### src/rtl/uart_pkg.sv
// Shared UART definitions: FSM state encoding and oversampling constants.
package uart_pkg;

    // Ticks per serial bit period.
    localparam int OVERSAMPLE = 16;

    // Tick index (0-based) at which the middle of a bit is reached.
    localparam int MID_SAMPLE = OVERSAMPLE / 2;

    // Width of the per-bit tick counter.
    localparam int SMP_W = $clog2(OVERSAMPLE);

    // 2-bit FSM encoding shared by receiver and transmitter state_out.
    typedef enum logic [1:0] {
        ST_IDLE  = 2'd0,
        ST_START = 2'd1,
        ST_DATA  = 2'd2,
        ST_STOP  = 2'd3
    } state_t;

endpackage

### src/rtl/rx_tick_gen.sv
// Oversample tick divider: pulses tick once every TICK_DIV clocks while not cleared.
module rx_tick_gen #(
    parameter int TICK_DIV = 8
) (
    input  logic clk_slow,
    input  logic reset,
    input  logic clear,
    output logic tick
);

    localparam int CNT_W = (TICK_DIV > 1) ? $clog2(TICK_DIV) : 1;
    localparam logic [CNT_W-1:0] TERMINAL = CNT_W'(TICK_DIV - 1);

    generate
        if (TICK_DIV < 2) begin : g_bad_div
            $error("rx_tick_gen: TICK_DIV must be at least 2");
        end
    endgenerate

    logic [CNT_W-1:0] r_cnt;

    // Free-running 0..TICK_DIV-1 counter, held at zero while cleared.
    always_ff @(posedge clk_slow) begin
        if (reset || clear) begin
            r_cnt <= '0;
        end else if (r_cnt == TERMINAL) begin
            r_cnt <= '0;
        end else begin
            r_cnt <= r_cnt + 1'b1;
        end
    end

    assign tick = (r_cnt == TERMINAL) && !clear;

endmodule

### src/rtl/uart_receiver.sv
// 8N1 UART receiver with 16x oversampling that writes each good byte to
// consecutive DRAM addresses and flags bad stop bits.
module uart_receiver
    import uart_pkg::*;
#(
    parameter int          TICK_DIV  = 8,
    parameter logic [15:0] ADDR_INIT = 16'h0000
) (
    input  logic        clk_slow,
    input  logic        reset,
    input  logic        Rx,
    output logic [7:0]  data_out,
    output logic [15:0] address,
    output logic        wren,
    output logic        Rx_busy,
    output logic        frame_err,
    output logic [1:0]  state_out
);

    localparam logic [SMP_W-1:0] SMP_MID  = SMP_W'(MID_SAMPLE - 1);
    localparam logic [SMP_W-1:0] SMP_LAST = SMP_W'(OVERSAMPLE - 1);

    logic             r_sync1;
    logic             r_sync2;
    logic             w_rx;
    state_t           r_state;
    state_t           w_state_next;
    logic             w_tick;
    logic             w_mid_start;
    logic             w_bit_end;
    logic [SMP_W-1:0] r_smp;
    logic [2:0]       r_bit_cnt;
    logic [7:0]       r_shift;
    logic [7:0]       r_data_out;
    logic [15:0]      r_addr;
    logic             r_wren;
    logic             r_frame_err;
    logic             r_wait_high;

    // Two-flop synchronizer for the asynchronous line; idles high.
    always_ff @(posedge clk_slow) begin
        if (reset) begin
            r_sync1 <= 1'b1;
            r_sync2 <= 1'b1;
        end else begin
            r_sync1 <= Rx;
            r_sync2 <= r_sync1;
        end
    end

    assign w_rx = r_sync2;

    // Tick phase restarts from zero every time a frame begins.
    rx_tick_gen #(
        .TICK_DIV (TICK_DIV)
    ) u_tick_gen (
        .clk_slow (clk_slow),
        .reset    (reset),
        .clear    (r_state == ST_IDLE),
        .tick     (w_tick)
    );

    assign w_mid_start = w_tick && (r_smp == SMP_MID);
    assign w_bit_end   = w_tick && (r_smp == SMP_LAST);

    // FSM state register.
    always_ff @(posedge clk_slow) begin
        if (reset) begin
            r_state <= ST_IDLE;
        end else begin
            r_state <= w_state_next;
        end
    end

    // FSM next-state decode.
    always_comb begin
        w_state_next = r_state;
        case (r_state)
            ST_IDLE: begin
                if (!w_rx && !r_wait_high) begin
                    w_state_next = ST_START;
                end
            end
            ST_START: begin
                if (w_mid_start) begin
                    w_state_next = w_rx ? ST_IDLE : ST_DATA;
                end
            end
            ST_DATA: begin
                if (w_bit_end && (r_bit_cnt == 3'd7)) begin
                    w_state_next = ST_STOP;
                end
            end
            ST_STOP: begin
                if (w_bit_end) begin
                    w_state_next = ST_IDLE;
                end
            end
            default: w_state_next = ST_IDLE;
        endcase
    end

    // FSM outputs derived from the current state.
    always_comb begin
        Rx_busy   = (r_state != ST_IDLE);
        state_out = r_state;
    end

    // Bit timing, shifting, DRAM write strobe and address advance.
    always_ff @(posedge clk_slow) begin
        if (reset) begin
            r_smp       <= '0;
            r_bit_cnt   <= '0;
            r_shift     <= '0;
            r_data_out  <= '0;
            r_addr      <= ADDR_INIT;
            r_wren      <= 1'b0;
            r_frame_err <= 1'b0;
        end else begin
            r_wren      <= 1'b0;
            r_frame_err <= 1'b0;
            // The address moves on only after the write cycle has been seen.
            if (r_wren) begin
                r_addr <= r_addr + 16'd1;
            end
            case (r_state)
                ST_IDLE: begin
                    r_smp     <= '0;
                    r_bit_cnt <= '0;
                end
                ST_START: begin
                    if (w_tick) begin
                        // Re-zero at mid start bit so later samples land mid-bit.
                        r_smp <= w_mid_start ? '0 : r_smp + 1'b1;
                    end
                end
                ST_DATA: begin
                    if (w_tick) begin
                        r_smp <= r_smp + 1'b1;
                        if (w_bit_end) begin
                            r_shift   <= {w_rx, r_shift[7:1]};
                            r_bit_cnt <= r_bit_cnt + 3'd1;
                        end
                    end
                end
                ST_STOP: begin
                    if (w_tick) begin
                        r_smp <= r_smp + 1'b1;
                        if (w_bit_end) begin
                            if (w_rx) begin
                                r_data_out <= r_shift;
                                r_wren     <= 1'b1;
                            end else begin
                                r_frame_err <= 1'b1;
                            end
                        end
                    end
                end
                default: begin
                    r_smp <= '0;
                end
            endcase
        end
    end

    // After a bad stop bit the line is still low; wait for it to go high
    // before accepting another start bit.
    always_ff @(posedge clk_slow) begin
        if (reset) begin
            r_wait_high <= 1'b0;
        end else if ((r_state == ST_STOP) && w_bit_end && !w_rx) begin
            r_wait_high <= 1'b1;
        end else if (w_rx) begin
            r_wait_high <= 1'b0;
        end
    end

    assign data_out  = r_data_out;
    assign address   = r_addr;
    assign wren      = r_wren;
    assign frame_err = r_frame_err;

endmodule

### config.mk
export PLATFORM = sky130hd
export DESIGN_NAME = uart_receiver
export DESIGN_NICKNAME = d
export VERILOG_FILES = /design/src/rtl/uart_pkg.sv /design/src/rtl/rx_tick_gen.sv /design/src/rtl/uart_receiver.sv
export SDC_FILE = /design/constraint.sdc
export NUM_CORES = 1
export LEC_CHECK = 0
export CELL_PAD_IN_SITES_DETAIL_PLACEMENT = 0
export CELL_PAD_IN_SITES_GLOBAL_PLACEMENT = 1
export CORE_ASPECT_RATIO = 0.5
export CORE_MARGIN = 5
export CORE_UTILIZATION = 43
export DETAILED_ROUTE_END_ITERATION = 7
export PLACE_DENSITY = 0.89
export SLEW_MARGIN = 30
export SYNTH_ARGS = -nofsm -noshare
export SYNTH_HDL_FRONTEND = slang
export SYNTH_HIERARCHICAL = 1
export SYNTH_SLANG_ARGS = --single-unit
### constraint.sdc
create_clock -name clk_slow -period 3 [get_ports clk_slow]
set_input_delay 0.6 -clock clk_slow [delete_from_list [all_inputs] [get_ports clk_slow]]
set_output_delay 0.6 -clock clk_slow [all_outputs]
set_load 0.1 [all_outputs]
==> flow_metrics.tcl <==
set metrics [dict create \
    status "completed" \
    critical_path.startpoint_type "flip-flop" \
    drive_gt1_share_pct 19.28 \
    drtPass1Iterations 4 \
    ys_ff_latch 49 \
    nNetsFinal 257 \
    start_util_pct 45.07 \
    post_cts_buffers 0 \
    core_area_sq_mm 0.004467 \
    path_cells "or2_2 > inv_1 > nor2b_1 > buf_4 > and4_1 > nand4_1 > mux2i_1 > nor2_1" \
    gp_congestion 0.7732 \
    met3_usage_pct 3.724 \
    async_flop_share_pct 0 \
    min_period_ns 2.348 \
    cts_tree "built" \
    overflow 0 \
    gr-usage-met2_pct 21.02 \
    final_core_util_pct 53.56 \
    rows 17 \
    cellPowerDensity_mw_per_mm2 445.0 \
    busiest_layer "met2" \
    period_share_pct 78.28 \
    fmax_mhz 425.8 \
    synth_cells 217 \
    post_drt_wl_per_cell_um 12.89 \
    cp_num_buf_inv 2 \
    diodes 0 \
    synth_nets 226 \
    synth_edf_count 0 \
    antenna_found_initial 0 \
    clk_path_buf_depth 2 \
    post_drt_via_cell_ratio 5.131 \
    yosys_warnings 6 \
    grt_pass1_vias 1420 \
    drt-initial-drc-count 73 \
    drv_slew 0 \
    clock_latency_ns 0.29 \
    grt_first_pass_wirelength_mm 6.644 \
    postSynthAreaPerCell_sq_um 9.277 \
    peakVddDrop_uv 174.7 \
    grt_use_met1_pct 17.49 \
    grt_use_total_pct 13.01 \
    syn_to_final_growth_pct 18.83 \
    clock_sinks 49 \
    via_count 1570 \
    required_ns 3.18 \
    route.detailed.drc 0 \
    tightest_slew_ns 0.6118 \
    cp_slowest_cell "nand4_1" \
    critical_path.top_delay_family "simple AND/OR/NAND/NOR gates" \
    grt_start_max_net_pins 27 \
    skew_ns 0.007588 \
    p_leak_nw 0.9518 \
    die_y_um 58.39 \
    fp.dieW_um 106.8 \
    dp_hpwl_mm 2.811 \
    rsz0062_at_grt "false" \
    ios 32 \
    path_class "flip-flop to flip-flop" \
    post_cts_resized 0 \
    htreeDepth 2 \
    max_stage_delay_ns 0.51 \
    syn-cell-area_sq_mm 0.002013 \
    synth.distinct_cells 35 \
    arrival_ns 2.52 \
    antenna_left 0 \
    maxCapViolations 0 \
    fin_setup_tns_ns 0 \
    die_area_sq_mm 0.006233 \
    finalSetupViolCount 0 \
    ys_seq_area_share_pct 48.73 \
    cts_buffers 5 \
    hold_viol 0 \
    drt-total-wl_mm 3.943 \
    numPortBuffers 31 \
    path_max_fanout 15 \
    cts_root_buf "clkbuf_8" \
    synth_ff_type "dfxtp_1" \
    slew_headroom_pct 59.09 \
    hold_buffers 0 \
    end_kind "flip-flop" \
    clk_pin_slew_ns 0.09 \
    hold_path_class "flip-flop to flip-flop" \
]
-- layout make-up --
class                      count  area (sq um)
fill                         421          2074
sequential                    49         983.4
multi-input combinational    154         972.2
timing repair buffer          35         267.8
tap                           57         71.32
clock buffer                   5         68.82
clock inverter                 3         17.52
inverter                       3         11.26
-- metrics by stage --
stage                     setup WS [ns]  hold slack [ns]  cells  power (mW)  cell area, sq um
after CTS                        0.6405           0.4144    306       1.079              2392
after global placement           0.7841           0.3907    298      0.7066              2306
final                            0.6517           0.4147    306       1.065              2392
after detailed placement         0.6627           0.3923    298      0.7072              2306
after floorplan                  0.2570           0.3895    217      0.6963              2016
after global routing             0.4707           0.4454    306       1.119              2392
-- cells in the mapped netlist, types with 2 or more instances --
master | n | area, sq um
xor2_1 | 5 | 43.79
o21ai_0 | 3 | 15.01
nand3_1 | 7 | 35.03
a22oi_1 | 2 | 15.01
nand3b_1 | 2 | 15.01
inv_1 | 3 | 11.26
o22ai_1 | 3 | 18.77
nor4b_1 | 2 | 17.52
nor3_1 | 7 | 35.03
nand4_1 | 9 | 56.30
or2_2 | 3 | 18.77
nor3b_1 | 2 | 15.01
clkbuf_1 | 6 | 22.52
mux2i_1 | 17 | 170.2
nand2_1 | 12 | 45.04
buf_2 | 3 | 15.01
nor4_1 | 6 | 37.54
a21oi_1 | 7 | 35.03
ha_1 | 6 | 75.07
dfxtp_1 | 49 | 980.9
xnor2_1 | 9 | 78.83
or3_1 | 2 | 12.51
a31oi_1 | 2 | 12.51
nor2_1 | 39 | 146.4
-- worst reg2reg max path: stages (launching register included) --
cell and delay, ns:
dfxtp_2 0.49, or2_2 0.18, inv_1 0.10, nor2b_1 0.12, buf_4 0.16, and4_1 0.26
nand4_1 0.51, mux2i_1 0.35, nor2_1 0.05
-- cell usage in the layout, fill, tap and decap left out, drive strengths merged, types with 2 or more instances in the layout --
cell type / n
nor3: 7
o22ai: 3
ha: 6
dfxtp: 49
a31oi: 2
clkdlybuf4s50: 2
mux2i: 17
nor4: 6
or2: 3
nor4b: 2
buf: 33
a22oi: 2
or3: 3
o21ai: 3
inv: 3
nor2: 39
nand4: 9
clkbuf: 5
nand2: 12
xnor2: 9
nand3b: 2
clkinv: 2
nand3: 8
nor3b: 2
xor2: 5
a21oi: 7
-- report_power, final --
group          internal, mW  switching (mW)  leakage (nW)  total, mW
Sequential            0.652         0.00400         0.396      0.656
Clock                 0.161           0.212        0.0439      0.373
Combinational       0.00942          0.0258         0.512     0.0352
Total                 0.823           0.242         0.952       1.06
-- logic make-up (layout without fill, tap and decap cells) --
group                    Yosys count  in the layout  share of synthesized area [%]
multiplexers                      17             17                          8.452
AO/OA/AOI/OAI                     20             20                          5.966
adder cells (fa/ha/maj)            6              6                          3.729
buffers and inverters             14             46                          2.983
AND/OR/NAND/NOR                   97             97                          24.05
flip-flops                        49             49                          48.73
XOR/XNOR                          14             14                          6.091
-- final timing paths --
check	from	end	slack, ns	depth (start not counted)
max	state_out[0]	data_out[1]	0.65	8
min	r_sync1	r_sync2	0.41	1
max reg2reg	state_out[0]	data_out[1]	0.65	8
min reg2reg	r_sync1	r_sync2	0.41	1
-- flip-flops by register name, indices dropped and copies added (netlist names), named ones only --
register          flops
r_smp                 4
r_sync1               1
u_tick_gen/r_cnt      3
wren                  1
state_out             1
r_wait_high           1
r_bit_cnt             3
data_out              8
r_shift               8
frame_err             1
address              16
r_sync2               1
-- routing by layer --
layer / vias to the layer above / part of all wire (%) / wire length (um)
met1: 724 / 51 / 2027
met5: - / 0 / 0
met4: 0 / 0.48 / 19
met2: 26 / 45 / 1768
met3: 2 / 3.2 / 127
li1: 818 / - / -
No activity file was read; power rests on OpenSTA's default activity.
